File: src/rtl/ntt_bram_pkg.sv
// Shared types and constants for the NTT coefficient BRAM arbiter.
package ntt_bram_pkg;
  localparam int DATA_W      = 64;
  localparam int IDX_W       = 8;
  localparam int ADDR_SHIFT  = 2;
  localparam int BRAM_ADDR_W = IDX_W + ADDR_SHIFT;

  typedef enum logic {
    ST_IDLE  = 1'b0,
    ST_BURST = 1'b1
  } arb_state_e;

  typedef logic req_id_t;

  typedef struct packed {
    logic    valid;
    req_id_t id;
  } rd_tag_t;
endpackage

File: src/rtl/ntt_bram_arbiter_rd_tag_pipe.sv
// Read-tag delay line: carries {valid, requester id} alongside the BRAM read
// so returning data can be steered to the requester that issued it.
module rd_tag_pipe
  import ntt_bram_pkg::*;
#(
  parameter int DEPTH = 3
) (
  input  logic    clk_sys,
  input  logic    rst_b,
  input  rd_tag_t tag_i,
  output rd_tag_t tag_o
);

  rd_tag_t stage_q [DEPTH];

  always_ff @(posedge clk_sys or negedge rst_b) begin
    if (!rst_b) begin
      for (int i = 0; i < DEPTH; i++) stage_q[i] <= '0;
    end else begin
      stage_q[0] <= tag_i;
      for (int i = 1; i < DEPTH; i++) stage_q[i] <= stage_q[i-1];
    end
  end

  assign tag_o = stage_q[DEPTH-1];

endmodule

File: src/rtl/ntt_bram_arbiter.sv
// Round-robin burst arbiter sharing one NTT coefficient BRAM port between the
// NTT load/store sequencer (requester 0) and a host/next-stage engine (requester 1).
//
// state    | meaning
// ST_IDLE  | no owner; pick the next owner among valid requesters
// ST_BURST | owner holds the port; one beat accepted per valid cycle
module ntt_bram_arbiter
  import ntt_bram_pkg::*;
#(
  parameter int RD_LAT    = 2,
  parameter int MAX_BURST = 64
) (
  input  logic                   clk_sys,
  input  logic                   rst_b,
  input  logic [1:0]             req_valid,
  output logic [1:0]             req_ready,
  input  logic [1:0]             req_we,
  input  logic [1:0]             req_last,
  input  logic [IDX_W-1:0]       req_idx0,
  input  logic [IDX_W-1:0]       req_idx1,
  input  logic [DATA_W-1:0]      req_wdata0,
  input  logic [DATA_W-1:0]      req_wdata1,
  output logic [1:0]             rsp_valid,
  output logic [DATA_W-1:0]      rsp_rdata,
  output logic [1:0]             grant,
  output logic                   burst_trunc,
  output logic [BRAM_ADDR_W-1:0] BRAM_addr_0,
  output logic [DATA_W-1:0]      BRAM_din_0,
  input  logic [DATA_W-1:0]      BRAM_dout_0,
  output logic                   BRAM_en_0,
  output logic                   BRAM_we_0,
  output logic                   BRAM_rst_0,
  output logic                   BRAM_clk_0
);

  localparam int CNT_W = (MAX_BURST > 1) ? $clog2(MAX_BURST) : 1;
  localparam logic [CNT_W-1:0] CNT_LOAD = CNT_W'(MAX_BURST - 1);

  arb_state_e        state_q, state_d;
  logic [1:0]        grant_q, grant_d;
  req_id_t           served_q, served_d;
  logic [CNT_W-1:0]  cnt_q, cnt_d;
  logic              trunc_q, trunc_d;
  req_id_t           winner;

  logic                   en_q, we_q;
  logic [BRAM_ADDR_W-1:0] addr_q;
  logic [DATA_W-1:0]      din_q;
  logic [1:0]             rsp_valid_q, rsp_valid_d;
  logic [DATA_W-1:0]      rsp_rdata_q;

  req_id_t           owner;
  logic              accept;
  logic              acc_we, acc_last;
  logic [IDX_W-1:0]  acc_idx;
  logic [DATA_W-1:0] acc_wdata;
  rd_tag_t           tag_in, tag_out;

  assign owner     = grant_q[1];
  assign accept    = (state_q == ST_BURST) && ((req_valid & grant_q) != 2'b00);
  assign acc_we    = req_we[owner];
  assign acc_last  = req_last[owner];
  assign acc_idx   = owner ? req_idx1 : req_idx0;
  assign acc_wdata = owner ? req_wdata1 : req_wdata0;

  always_comb begin
    state_d   = state_q;
    grant_d   = grant_q;
    served_d  = served_q;
    cnt_d     = cnt_q;
    trunc_d   = 1'b0;
    winner    = 1'b0;
    req_ready = 2'b00;
    case (state_q)
      ST_IDLE: begin
        if (req_valid != 2'b00) begin
          // on a tie the requester not served last wins
          winner  = (req_valid == 2'b11) ? ~served_q : req_valid[1];
          grant_d = winner ? 2'b10 : 2'b01;
          cnt_d   = CNT_LOAD;
          state_d = ST_BURST;
        end
      end
      ST_BURST: begin
        req_ready = grant_q;
        if (accept) begin
          if (acc_last || (cnt_q == '0)) begin
            state_d  = ST_IDLE;
            grant_d  = 2'b00;
            served_d = owner;
            trunc_d  = !acc_last;
          end else begin
            cnt_d = cnt_q - CNT_W'(1);
          end
        end
      end
      default: state_d = ST_IDLE;
    endcase
  end

  always_ff @(posedge clk_sys or negedge rst_b) begin
    if (!rst_b) begin
      state_q  <= ST_IDLE;
      grant_q  <= 2'b00;
      served_q <= 1'b0;
      cnt_q    <= '0;
      trunc_q  <= 1'b0;
    end else begin
      state_q  <= state_d;
      grant_q  <= grant_d;
      served_q <= served_d;
      cnt_q    <= cnt_d;
      trunc_q  <= trunc_d;
    end
  end

  always_ff @(posedge clk_sys or negedge rst_b) begin
    if (!rst_b) begin
      en_q   <= 1'b0;
      we_q   <= 1'b0;
      addr_q <= '0;
      din_q  <= '0;
    end else begin
      en_q <= accept;
      we_q <= accept && acc_we;
      if (accept) begin
        addr_q <= BRAM_ADDR_W'(acc_idx) << ADDR_SHIFT;
        din_q  <= acc_wdata;
      end
    end
  end

  // writes push an invalid tag so the pipe stays aligned with BRAM latency
  assign tag_in.valid = accept && !acc_we;
  assign tag_in.id    = owner;

  rd_tag_pipe #(
    .DEPTH (RD_LAT + 1)
  ) u_rd_tag_pipe (
    .clk_sys (clk_sys),
    .rst_b   (rst_b),
    .tag_i   (tag_in),
    .tag_o   (tag_out)
  );

  assign rsp_valid_d = tag_out.valid ? (2'b01 << tag_out.id) : 2'b00;

  always_ff @(posedge clk_sys or negedge rst_b) begin
    if (!rst_b) begin
      rsp_valid_q <= 2'b00;
      rsp_rdata_q <= '0;
    end else begin
      rsp_valid_q <= rsp_valid_d;
      if (tag_out.valid) rsp_rdata_q <= BRAM_dout_0;
    end
  end

  assign grant       = grant_q;
  assign burst_trunc = trunc_q;
  assign BRAM_en_0   = en_q;
  assign BRAM_we_0   = we_q;
  assign BRAM_addr_0 = addr_q;
  assign BRAM_din_0  = din_q;
  assign BRAM_rst_0  = 1'b0;
  assign BRAM_clk_0  = clk_sys;
  assign rsp_valid   = rsp_valid_q;
  assign rsp_rdata   = rsp_rdata_q;

endmodule

File: config.mk
export PLATFORM = sky130hd
export DESIGN_NAME = ntt_bram_arbiter
export DESIGN_NICKNAME = d
export VERILOG_FILES = /design/src/rtl/ntt_bram_pkg.sv /design/src/rtl/ntt_bram_arbiter_rd_tag_pipe.sv /design/src/rtl/ntt_bram_arbiter.sv
export SDC_FILE = /design/constraint.sdc
export NUM_CORES = 1
export LEC_CHECK = 0
export CAP_MARGIN = 10
export CELL_PAD_IN_SITES_DETAIL_PLACEMENT = 0
export CELL_PAD_IN_SITES_GLOBAL_PLACEMENT = 1
export CORE_UTILIZATION = 26
export CTS_CLUSTER_SIZE = 10
export DETAILED_ROUTE_END_ITERATION = 10
export PLACE_DENSITY = 0.77
export SETUP_SLACK_MARGIN = 0.2
export SLEW_MARGIN = 20
export SYNTH_ARGS = -nofsm -noshare
export SYNTH_HDL_FRONTEND = slang
export SYNTH_SLANG_ARGS = --single-unit
File: constraint.sdc
create_clock -name clk_sys -period 1.49 [get_ports clk_sys]
set_input_delay 0.2235 -clock clk_sys [delete_from_list [all_inputs] [get_ports clk_sys]]
set_output_delay 0.2235 -clock clk_sys [all_outputs]
set_load 0.05 [all_outputs]
# [Word-level counts from Yosys, hierarchy flattened]
# Index checks and enable logic that the tools add are counted.
[op_classes] addsub=1 muxes=25 magnitude_cmp=1 shift=1 reduce_logical=12 n_bitwise=3 eq_ne=5
[ops] op="2-to-1 mux 64 bit" count=1
[ops] op="2-to-1 mux 6 bit" count=3
[ops] op="2-to-1 mux 2 bit" count=6
[ops] op="one-hot mux 6 bit (2 select lines)" count=1
[ops] op="2-to-1 mux 1 bit" count=11
[ops] op="AND reduction 3 bit" count=3
[ops] op="2-to-1 mux 8 bit" count=1
[ops] op="zero test 6 bit" count=1
[ops] op="subtractor 6 x 1 -> 6 bit, second input constant" count=1
[ops] op="!= test 2 x 1 -> 1 bit, second input constant" count=2
[ops] op="!= test 2 bit, second input constant" count=2
[ops] op="one-hot mux 2 bit (2 select lines)" count=1
[ops] op="nonzero test 2 bit" count=2
[ops] op="logical AND 1 bit" count=3
[ops] op="AND 2 bit" count=1
[ops] op="== test 2 bit, second input constant" count=1
[ops] op="zero test 1 bit" count=2
[ops] op="< comparator 1 x 2 -> 1 bit, second input constant" count=1
[ops] op="NOT 1 bit" count=2
[ops] op="one-hot mux 1 bit (2 select lines)" count=1
[ops] op="<< shifter 1 x 1 -> 2 bit, first input constant" count=1
[ops] op="logical OR 1 bit" count=1
[word_totals] inputBits=216 regBits=157 word_cells=65 out_inout_bits=149

# [Depth between registers and ports, before layout]
[logic_depth] word_depth=6 depth_mapped=8 mapped_depth_nobuf=6

# [By module]
# Synthesis repeated with hierarchy kept, for this count alone.
[hier_totals] hier_cells=535 area_unflattened_um2=6616.3
[modules_own_cells] module="ntt_bram_arbiter" seq_area_each_um2=3778.6 instances=1 cells_per_inst=527 area_per_inst_um2=6451.2
[modules_own_cells] module="rd_tag_pipe" seq_area_each_um2=150.1 instances=1 cells_per_inst=8 area_per_inst_um2=165.2

==> results_dict.tcl <==
set metrics [dict create \
    run_status "finished, violations left" \
    violations "negative setup slack" \
    clock_latency_ps 530 \
    critPathLaunchType "register" \
    fin_crit_sh_pct 116 \
    track_usage_pct 18.1 \
    vias 6188 \
    finalInstanceArea_mm2 0.0145 \
    dpl.cell_count 1223 \
    worst_hold_path_type "in -> async" \
    worstPathCellList "buf_6 > mux2i_4 > o2111ai_4 > buf_6 > o31a_1 > o31ai_1" \
    synth_seq_cells 157 \
    ys_types 37 \
    cts_tree "built" \
    post_drt_wl_per_cell_um 17.1 \
    grt_overflow 0 \
    fmax_mhz 577 \
    final_cell_mix "clkdlybuf4s50_1, dfrtp_1, buf_6, buf_4, mux2i_1" \
    critical_path_required_ps 1920 \
    start_util_pct 26.8 \
    yosys-top-cells-area "dfrtp_1, mux2i_1, mux2_2" \
    grt_max_degree 41 \
    drive_gt1_share_pct 53.9 \
    synth_top_area_share_pct 59.5 \
    die_h_um 161 \
    cp-end-kind "register" \
    grt_pass1_vias 6477 \
    final.fill_count 1997 \
    grt_pass1_wl_um 35600 \
    final_common_cell "clkdlybuf4s50_1" \
    drv_cap 0 \
    cp.arrival_ps 2160 \
    fin_setup_tns_ps -8290 \
    slew_violations 0 \
    drt_iter0_drc 217 \
    cp_slowest_cell "dfrtp_4" \
    clkTransAtPathRegs_ps 80 \
    antenna_cells 0 \
    ir_drop_v 0.00154 \
    ios 365 \
    stdcell_count 1405 \
    ant_nets 0 \
    port_buffers 361 \
    wl_um 24100 \
    first_pass_iters 4 \
    hold_viol 0 \
    setup_ws_ps -242 \
    criticalPathCategory "reg -> reg" \
    num_rows 57 \
    dp_hpwl_um 15000 \
    cpMostUsedCell "buf_6" \
    hold-worst-slack_ps 201 \
    antenna_found_initial 0 \
    die_w_um 161 \
    drc 0 \
    fin_skew_ps 14.6 \
    syn-instance-count 533 \
    synth.largest_area_cell "dfrtp_1" \
    yosys_warnings 0 \
    path_max_fanout 6 \
    syn_avg_cell_area_um2 12.4 \
    max_stage_delay_ps 510 \
    layout_min_cycle_time_ps 1730 \
    final_nets 1286 \
    power_density_mw_per_mm2 2590 \
    rsz0062_at_grt "yes" \
    ys_seq_area_share_pct 59.5 \
    post_dp_cell_area_mm2 0.0107 \
    synth_area_mm2 0.00660 \
    power_leakage_nw 6.56 \
    fin_total_pwr_mw 37.5 \
    die_area_mm2 0.0260 \
    gp_congestion 0.759 \
    core_area_mm2 0.0246 \
    synthToLayoutAreaGrowth_pct 119 \
    routed_via_density 4.40 \
    setup_violations 90 \
]
## worst max-delay path: cells and delay by family (launching register included)
| family | cells | cell delay, ps |
|---|---|---|
| DFF | 1 | 510 |
| muxes | 1 | 190 |
| AOI/OAI and AO/OA | 3 | 630 |
| buffers and inverters | 2 | 300 |
## area by class of cell
class	count	area, um^2	area share, %
timing repair buffer	548	6150	42.6
sequential	157	3940	27.3
multi-input combinational	336	3250	22.5
clock buffer	21	526	3.64
tap	324	405	2.80
clock inverter	15	166	1.15
inverter	4	15.0	0.104
## where the power goes
part,internal [mW],leakage (nW),switching (mW)
combinational,11.7,4.32,12.8
clock,2.72,0.336,2.24
sequential,6.36,1.90,1.57
total,20.8,6.56,16.6
## worst paths after layout
check / cells past startpoint / start / slack, ps / endpoint
max reg2reg: 6 / grant[1]$_DFFE_PN0P_ / -240 / cnt_q[5]$_DFFE_PN0P_
max: 6 / grant[1]$_DFFE_PN0P_ / -240 / cnt_q[5]$_DFFE_PN0P_
min: 2 / rst_b / 200 / BRAM_din_0[18]$_DFFE_PN0P_
min in group clk_sys: 2 / BRAM_dout_0[0] / 290 / rsp_rdata[0]$_DFFE_PN0P_
max in group asynchronous: 3 / rst_b / 720 / BRAM_din_0[54]$_DFFE_PN0P_
min reg2reg: 0 / u_rd_tag_pipe.stage_q[5]$_DFF_PN0_ / 350 / u_rd_tag_pipe.stage_q[3]$_DFF_PN0_
## synth_stat cells
cell type	n
dfrtp_1	157
o21ai_1	76
nand2_1	75
mux2i_1	73
mux2_2	58
buf_2	14
clkbuf_1	12
buf_4	10
mux2_1	7
nor2_1	7
nor3_1	4
o31ai_1	4
a31oi_1	3
and2_1	3
inv_1	3
nand2b_1	3
buf_6	2
ha_1	2
or4_1	2
a21boi_1	1
a21oi_1	1
a22o_2	1
and3_1	1
buf_1	1
conb_1	1
inv_2	1
mux2i_4	1
nand3b_1	1
nor2b_1	1
nor4b_2	1
o2111ai_2	1
o21a_1	1
o21ai_0	1
o31a_1	1
or2_2	1
or3_1	1
or3_4	1
## timing repair
item,CTS,global route
hold endpoints to repair,157,0
setup endpoints to repair,232,234
hold buffers,1,0
pin swaps,84,33
gates resized for setup,281,109
cloned,19,1
buffers inserted,89,37
## flip-flops by register name (all words and copies together) (netlist names)
signal	flops
BRAM_din_0	64
rsp_rdata	64
BRAM_addr_0	8
cnt_q	6
u_rd_tag_pipe.stage_q	4
grant	2
rsp_valid	2
u_rd_tag_pipe.tag_o	2
BRAM_en_0	1
BRAM_we_0	1
burst_trunc	1
served_q	1
state_q	1
## layer usage
layer / up-vias / global-route usage (%) / part of all wire [%]
met5: - / 0 / 0
met4: 0 / 5.02 / 1.4
met3: 25 / 4.88 / 5.3
met2: 222 / 30.5 / 51
met1: 3005 / 22.6 / 42
li1: 2936 / - / -
## per-stage QoR
stage,utilization (%),worst slack [ps]
after floorplan,-,-66.3
after global placement,43.6,-261
after detailed placement,43.6,-327
after CTS,55.7,-267
after global routing,58.7,-284
final,58.7,-242
## cells by family (layout without fill, tap and decap cells)
family / Yosys count / count (layout) / share of synthesized area (%)
compound gates: 90 / 90 / 7.39
simple gates: 101 / 102 / 6.65
mux: 139 / 139 / 22.5
other cells: 1 / 3 / 0.0568
flops: 157 / 157 / 59.5
buf+inv: 43 / 588 / 3.51
fa+ha+maj: 2 / 2 / 0.379
Note: power is estimated with default switching activity, not from simulation.
